## src/rtl/procesando_transaccion.sv

```systemverilog
// procesando_transaccion: ATM transaction engine (amount capture, deposit/withdrawal evaluation, result pulses)
module procesando_transaccion #(
    parameter int BAL_W       = 32,
    parameter int MAX_DIGITOS = 8
) (
    input  logic             clk,
    input  logic             reset,
    input  logic             inicio,
    input  logic             tipo_trans,
    input  logic [BAL_W-1:0] balance_inicial,
    input  logic             digito_stb,
    input  logic [3:0]       digito,
    output logic [BAL_W-1:0] balance,
    output logic             balance_actualizado,
    output logic             entregar_dinero,
    output logic             fondos_insuficientes,
    output logic             fin_trans,
    output logic             ocupado
);
    localparam int CW = $clog2(MAX_DIGITOS + 1);

    typedef enum logic [1:0] {IDLE, CAPTURA, EVALUA, RESULTADO} estado_t;

    estado_t          r_state, w_state_nx;
    logic             r_tipo, w_tipo_nx;
    logic [BAL_W-1:0] r_balance, w_balance_nx;
    logic [BAL_W-1:0] r_monto, w_monto_nx;
    logic [CW-1:0]    r_cnt, w_cnt_nx;
    logic             r_act, w_act_nx;
    logic             r_entregar, w_entregar_nx;
    logic             r_fondos, w_fondos_nx;
    logic             r_fin, r_ocupado;
    logic [BAL_W:0]   w_suma;
    logic [BAL_W-1:0] w_mac;

    assign w_suma = {1'b0, r_balance} + {1'b0, r_monto};
    assign w_mac  = (r_monto << 3) + (r_monto << 1) + BAL_W'(digito);

    // State, datapath and registered outputs; every pulse is the registered image of the next state
    always_ff @(posedge clk) begin
        if (reset) begin
            r_state    <= IDLE;
            r_tipo     <= 1'b0;
            r_balance  <= '0;
            r_monto    <= '0;
            r_cnt      <= '0;
            r_act      <= 1'b0;
            r_entregar <= 1'b0;
            r_fondos   <= 1'b0;
            r_fin      <= 1'b0;
            r_ocupado  <= 1'b0;
        end else begin
            r_state    <= w_state_nx;
            r_tipo     <= w_tipo_nx;
            r_balance  <= w_balance_nx;
            r_monto    <= w_monto_nx;
            r_cnt      <= w_cnt_nx;
            r_act      <= w_act_nx;
            r_entregar <= w_entregar_nx;
            r_fondos   <= w_fondos_nx;
            r_fin      <= (w_state_nx == RESULTADO);
            r_ocupado  <= (w_state_nx != IDLE);
        end
    end

    // Next state, amount capture and the EVALUA decision
    always_comb begin
        w_state_nx    = r_state;
        w_tipo_nx     = r_tipo;
        w_balance_nx  = r_balance;
        w_monto_nx    = r_monto;
        w_cnt_nx      = r_cnt;
        w_act_nx      = 1'b0;
        w_entregar_nx = 1'b0;
        w_fondos_nx   = 1'b0;
        case (r_state)
            IDLE: begin
                if (inicio) begin
                    w_state_nx   = CAPTURA;
                    w_tipo_nx    = tipo_trans;
                    w_balance_nx = balance_inicial;
                    w_monto_nx   = '0;
                    w_cnt_nx     = '0;
                end
            end
            CAPTURA: begin
                if (digito_stb) begin
                    if (digito <= 4'd9) begin
                        if (r_cnt < CW'(MAX_DIGITOS)) begin
                            w_monto_nx = w_mac;
                            w_cnt_nx   = r_cnt + CW'(1);
                        end
                    end else if (digito == 4'hB) begin
                        w_state_nx = (r_cnt != '0) ? EVALUA : CAPTURA;
                    end else if (digito == 4'hC) begin
                        w_state_nx = RESULTADO;
                    end
                end
            end
            EVALUA: begin
                w_state_nx = RESULTADO;
                if (!r_tipo) begin
                    w_balance_nx = w_suma[BAL_W] ? '1 : w_suma[BAL_W-1:0];
                    w_act_nx     = 1'b1;
                end else if (r_monto <= r_balance) begin
                    w_balance_nx  = r_balance - r_monto;
                    w_act_nx      = 1'b1;
                    w_entregar_nx = 1'b1;
                end else begin
                    w_fondos_nx = 1'b1;
                end
            end
            default: w_state_nx = IDLE;
        endcase
    end

    assign balance              = r_balance;
    assign balance_actualizado  = r_act;
    assign entregar_dinero      = r_entregar;
    assign fondos_insuficientes = r_fondos;
    assign fin_trans            = r_fin;
    assign ocupado              = r_ocupado;
endmodule
```

## config.mk

```make
export PLATFORM = sky130hd
export DESIGN_NAME = procesando_transaccion
export DESIGN_NICKNAME = d
export VERILOG_FILES = /design/src/rtl/procesando_transaccion.sv
export SDC_FILE = /design/constraint.sdc
export NUM_CORES = 1
export LEC_CHECK = 0
export BUFFER_PORTS_ARGS = -buffer_cell sky130_fd_sc_hd__clkbuf_2
export CAP_MARGIN = 20
export CELL_PAD_IN_SITES_DETAIL_PLACEMENT = 1
export CELL_PAD_IN_SITES_GLOBAL_PLACEMENT = 2
export CORE_MARGIN = 4
export CORE_UTILIZATION = 35
export DETAILED_ROUTE_END_ITERATION = 8
export GPL_ROUTABILITY_DRIVEN = 0
export HOLD_SLACK_MARGIN = 0.12
export MAX_ROUTING_LAYER = met4
export PLACE_DENSITY = 0.85
export SYNTH_ARGS = -nofsm -noshare
export SYNTH_HDL_FRONTEND = slang
export SYNTH_SLANG_ARGS = --single-unit
```

## constraint.sdc

```tcl
create_clock -name clk -period 5 [get_ports clk]
set_input_delay 1 -clock clk [delete_from_list [all_inputs] [get_ports clk]]
set_output_delay 1 -clock clk [all_outputs]
set_load 0.05 [all_outputs]
```

; Word-level counts from Yosys, hierarchy flattened
; Cells that the tools add are included.
[totals]
reg_bits = 76
in_bits = 41
out_inout_bits = 37
word_cells = 65
[classes]
addsub = 5
order_cmp = 3
n_eq_ne = 10
n_mux = 25
bitwise_logic = 2
reduce_logical = 10
[op_table]
columns = op, count
row1 = $mux 32, 8
row2 = $pmux 32 s2, 2
row3 = $add 32x32->33, 1
row4 = $add 32x32->32, 1
row5 = $add 32x4->32, 1
row6 = $le 32x32->1, 1
row7 = $sub 32x32->32, 1
row8 = $mux 4, 4
row9 = $mux 2, 6
row10 = $eq 4x4->1 const B, 2
row11 = $ne 2x2->1 const B, 4
row12 = $pmux 4 s2, 1
row13 = $pmux 2 s3, 1
row14 = $reduce_bool 2->1, 3
row15 = $reduce_and 5->1, 1
row16 = $add 4x1->4 const B, 1
row17 = $eq 2x2->1 const B, 2
row18 = $le 4x4->1 const B, 1
row19 = $lt 4x4->1 const B, 1
row20 = $reduce_bool 4->1, 1
row21 = $mux 1, 3
row22 = $ne 3x3->1 const B, 1
row23 = $reduce_and 3->1, 1
row24 = $reduce_or 3->1, 1
row25 = 5 further kinds, 6

; Depth between registers and ports, before layout
[logic_depth]
word_depth = 7
mapped_depth = 15

; Least setup slack after synthesis
; Ideal clock, no wire load.
[synth_path]
path_kind = input to register
start = input digito[3]
end = register r_monto[30]
setup_ns = 0.117
arrival_time_ns = 4.037
setup_slack_ns = 0.847
stages = 14
path_buffers = 0
path_cell_list = inv_1 -> fa_1 -> inv_1 -> fa_1 -> a211oi_1 -> o21ai_0 -> a2111oi_0 -> o41ai_1 -> a21oi_1 -> o21ai_0 -> a21o_1 -> a21oi_1 -> xnor2_1 -> a22o_1
[synth_between]
elab_chain_len = 5
word_cells_on_any_way = 8
cone_classes = add/sub (1) / order compare (1) / eq/ne (1) / mux (4) / reduce/logical (1)
[synth_rtl]
columns = item, line_no
row1 = start: declaration, 12  ; input logic [3:0] digito,
row2 = $add 32x4->32, 37  ; assign w_mac = (r_monto << 3) + (r_monto << 1) + BAL_W'(digito);
row3 = $mux 32, 89  ; if (r_cnt < CW'(MAX_DIGITOS)) begin
row4 = $mux 32, 88  ; if (digito <= 4'd9) begin
row5 = $mux 32, 87  ; if (digito_stb) begin
row6 = $pmux 32 s2, 76  ; case (r_state)
row7 = end signal: assignment, 56  ; r_monto <= w_monto_nx;
row8 = end: declaration, 27  ; logic [BAL_W-1:0] r_monto, w_monto_nx;
; Several ways; a longest one is shown, not always the timed one. The select of a mux whose other input is x is not followed.
; A chain may end at the register's enable or synchronous reset.

; Worst setup path after layout
; Same ends and word-level chain as after synthesis.

==> impl_results.md <==
* Status: finished clean
* I/O Pins at 78
* # nets final at around 1.3k
* Synth warnings at 0
* Number of synthesized flops with an enable pin at 0
* P&R area growth vs syn at 11.69%
* Initial antenna violation count at 0
* Longest Clk Path Bufs at 2
* CTS HTree Levels at 3
* Net count after synthesis at 1286
* Cell Count, Final, Fillers Out at ~1.5k
* Clock Tree Root: clkbuf_16
* Minimum clock period at 4.263 ns
* Setup Crit Path Kind: in -> reg
* Largest stage delay, worst path at approximately 0.57 ns
* Resized Gates After CTS at 0
* Postcts setup bufs at 0
* Crit. End Element: register
* Finished Core Util at 0.4012
* Final worst-path cycle share at 0.8526
* Hold path depth at 2
* Post-route ant nets at 0
* Fillers at 2999
* Worst Reg2Reg Path Length in Cells at 14
* Reg2Reg Setup Slack at 1.01 ns
* First-pass GRT wire length at 48520 um
* DR WL met2 at around 14000 um
* Worst skew pair latency at 0.35 ns
* Ys async rst share at 0
* Max Freq at ~0.23 GHz
* DRT met1 WL at 14960 um
* Flops & latches, synth at 76
* Synth top area share at 0.1824
* # diodes at 0
* Pwr Density at roughly 220 nW/um2
* Max-slew headroom at 0.3344
* Initial Util at 0.3592
* Top delay family on crit path: compound AO/OA/AOI/OAI gates
* Largest net degree at the start of global routing at 40
* RSZ-0062 raised after global routing: no
* Vias/cell at 5.842
* Commonest cells in the netlist: a21oi_1 (135), ha_1 (124), nor2_1 (92), inv_1 (83), nand2_1 (79)
* Die area at approximately 27000 um2
* Slew @ Worst Pin at 0.9947 ns
* Post-synth top flop: dfxtp_1
* Critical Path Source Type: input port
* HP Start: balance[6]
* Met3 wire length at 1241 um
* Clock sinks at 76
* Area of the core at 23680 um2
* Most frequent cell after synthesis: a21oi_1
* WL final at around 30000 um
* Sequential area share after synthesis at 0.1789
* Peak VDD IR at about 160 uV
* TNS Setup at 0 ns
* CTS clk-pin slew, worst paths at 0.07 ns
* Critical-path top delay cell: a2111oi_0
* Gr usage total at 0.2334
* Worst r2r dst: r_monto[30]
* CTS Buf Count at 9
* WP data arrival at roughly 4.5 ns
* Placed cell count at 1474
* Cells after Synth at 1117
* Worst hold endpoint: balance[6]
* Final-report max-slew violation count at 0
* CP Depth at 15
* # Max-Cap Violations at 0
* Rows at 56
* Critical-path cell list: clkbuf_2 > inv_1 > fa_1 > inv_1 > fa_1 > a211oi_1 > o21ai_0 > a2111oi_0 > o41ai_1 > a21oi_1 > o21ai_0 > a21o_1 > a21oi_1 > xnor2_1 > a22o_1
* Top cells by area, synth: ha_1 (18%), dfxtp_1 (18%), a21oi_1 (7.9%)
* Die Span Y at around 160 um
* Max FO, Critical Path at 3
* Global route overflow at 0
* # DRC at 0
* CTS tree: yes
* DR top layer: met4
* Final Hold Fails at 0
* Layout cells sized above 1 at 0.1213
* Fin Clk Skew at 0.01165 ns
* Bufs and invs on worst path at 3
* Final Setup Violations at 0
* Vias in the first global route at approximately 8.7k
* Drt initial violations at 437
* Drt pass-1 iters at 5
* Hold buffers post-CTS at 0
* Unique cell type count in the Yosys netlist at a little over 80
* CP required at about 5.2 ns
* DP Worst Slack at ~0.36 ns
* Worst r2r src: r_monto[0]
* Hold Crit Class: reg -> reg
* Leakage power at 4.353 nW
* Mean Syn Cell Area at roughly 7.6 um2
* Area leader, netlist: ha_1
* Port Buffer Count at between 70 and 80
* Drt wl/cell at 20.39 um
* Dpl hpwl at 23940 um
* Synthesized area at 8506 um2
* DIE WIDTH at ~160 um
* Via count at 8705
* Setup ws final at 0.7371 ns
## tightest hold or removal path: cells and delay by family, from the launching register on
kind / cells / cell delay [ns]
DFF: 1 / 0.35
AOI/OAI and AO/OA: 1 / 0.05
and+or+nand+nor: 1 / 0.07
## state kept, by name, indices dropped and copies added, names as in the netlist
register              cells
r_cnt                     4
r_tipo                    1
balance                  32
fin_trans                 1
fondos_insuficientes      1
entregar_dinero           1
ocupado                   1
r_state                   2
r_monto                  32
balance_actualizado       1
## power by group
| group | internal, W | switching, W |
|---|---|---|
| logic | 0.000226 | 0.000454 |
| clock network | 0.000406 | 0.000317 |
| registers | 0.000629 | 0.0000374 |
| total | 0.00126 | 0.000809 |
## worst max-delay path by stage
stage                     startpoint          end  slack (ns)
after detailed placement   digito[3]  r_monto[30]        0.36
after global routing       digito[3]  r_monto[30]        0.46
after CTS                  digito[3]  r_monto[30]        0.70
after global placement     digito[3]  r_monto[30]        0.37
final                      digito[3]  r_monto[30]        0.74
after floorplan            digito[3]  r_monto[30]        0.85
## cells by family (layout without fill, tap and decap cells)
| family | after synthesis | count (layout) | synth area share |
|---|---|---|---|
| adders and majority gates | 128 | 128 | 0.1918 |
| muxes | 2 | 2 | 0.002354 |
| AOI/OAI and AO/OA | 392 | 392 | 0.3186 |
| DFF | 76 | 76 | 0.1789 |
| and+or+nand+nor | 320 | 320 | 0.1806 |
| buffers and inverters | 136 | 190 | 0.06281 |
| xor gates and xnor gates | 63 | 63 | 0.06487 |
## cells in the final DEF, fill, tap and decap left out, types with 5 or more instances in the layout
master     synthesis  layout
o31ai_1           15      15
o21ai_0           58      58
o221ai_2           6       6
and3_1             6       6
ha_1             124     124
a21o_1            26      26
a211o_1            6       6
xnor2_1           55      55
inv_1             83      83
nand3_1           37      37
nor2b_1           10       9
a31oi_1           16      16
a21oi_1          135     135
o21a_1             7       7
o221ai_1          16      16
clkbuf_2           1      77
xor2_1             8       8
dfxtp_1           76      76
o21bai_1          10      10
a211oi_2           6       6
or3_1              9       9
nand2_1           79      79
a211oi_1          16      16
a22o_1            11      11
nor4_1             8       8
nor3_1            27      26
nand2b_1          13      13
o211ai_1           5       5
nor2_1            92      92
clkbuf_16          0       9
buf_4              1      13
or2_2              5       5
nand4_1           15      15
## stage by stage
step | power [W] | hold slack (ns) | instance area (um2)
2_1_floorplan | 0.001161 | 0.4680 | 8506
3_3_place_gp | 0.001346 | 0.4883 | 9190
3_5_place_dp | 0.001353 | 0.5027 | 9190
4_1_cts | 0.002084 | 0.5131 | 9500
5_1_grt | 0.002176 | 0.5462 | 9500
6_report | 0.002070 | 0.5063 | 9500
## layer usage
metal | global-route usage | up-vias
li1 | - | 4214
met1 | 0.3269 | 4283
met2 | 0.3745 | 188
met3 | 0.02284 | 20
met4 | 0.03507 | 0
met5 | - | -
## cell type report
type | count | area (um2) | area share
tap | 319 | 399.1 | 0.04201
clock inverter | 6 | 71.32 | 0.007507
clock buffer | 10 | 239.0 | 0.02515
sequential | 76 | 1521 | 0.1601
multi-input combinational | 905 | 6471 | 0.6812
timing repair buffer | 90 | 483.0 | 0.05084
inverter | 84 | 315.3 | 0.03319
Note: power is estimated with default switching activity, not from simulation.
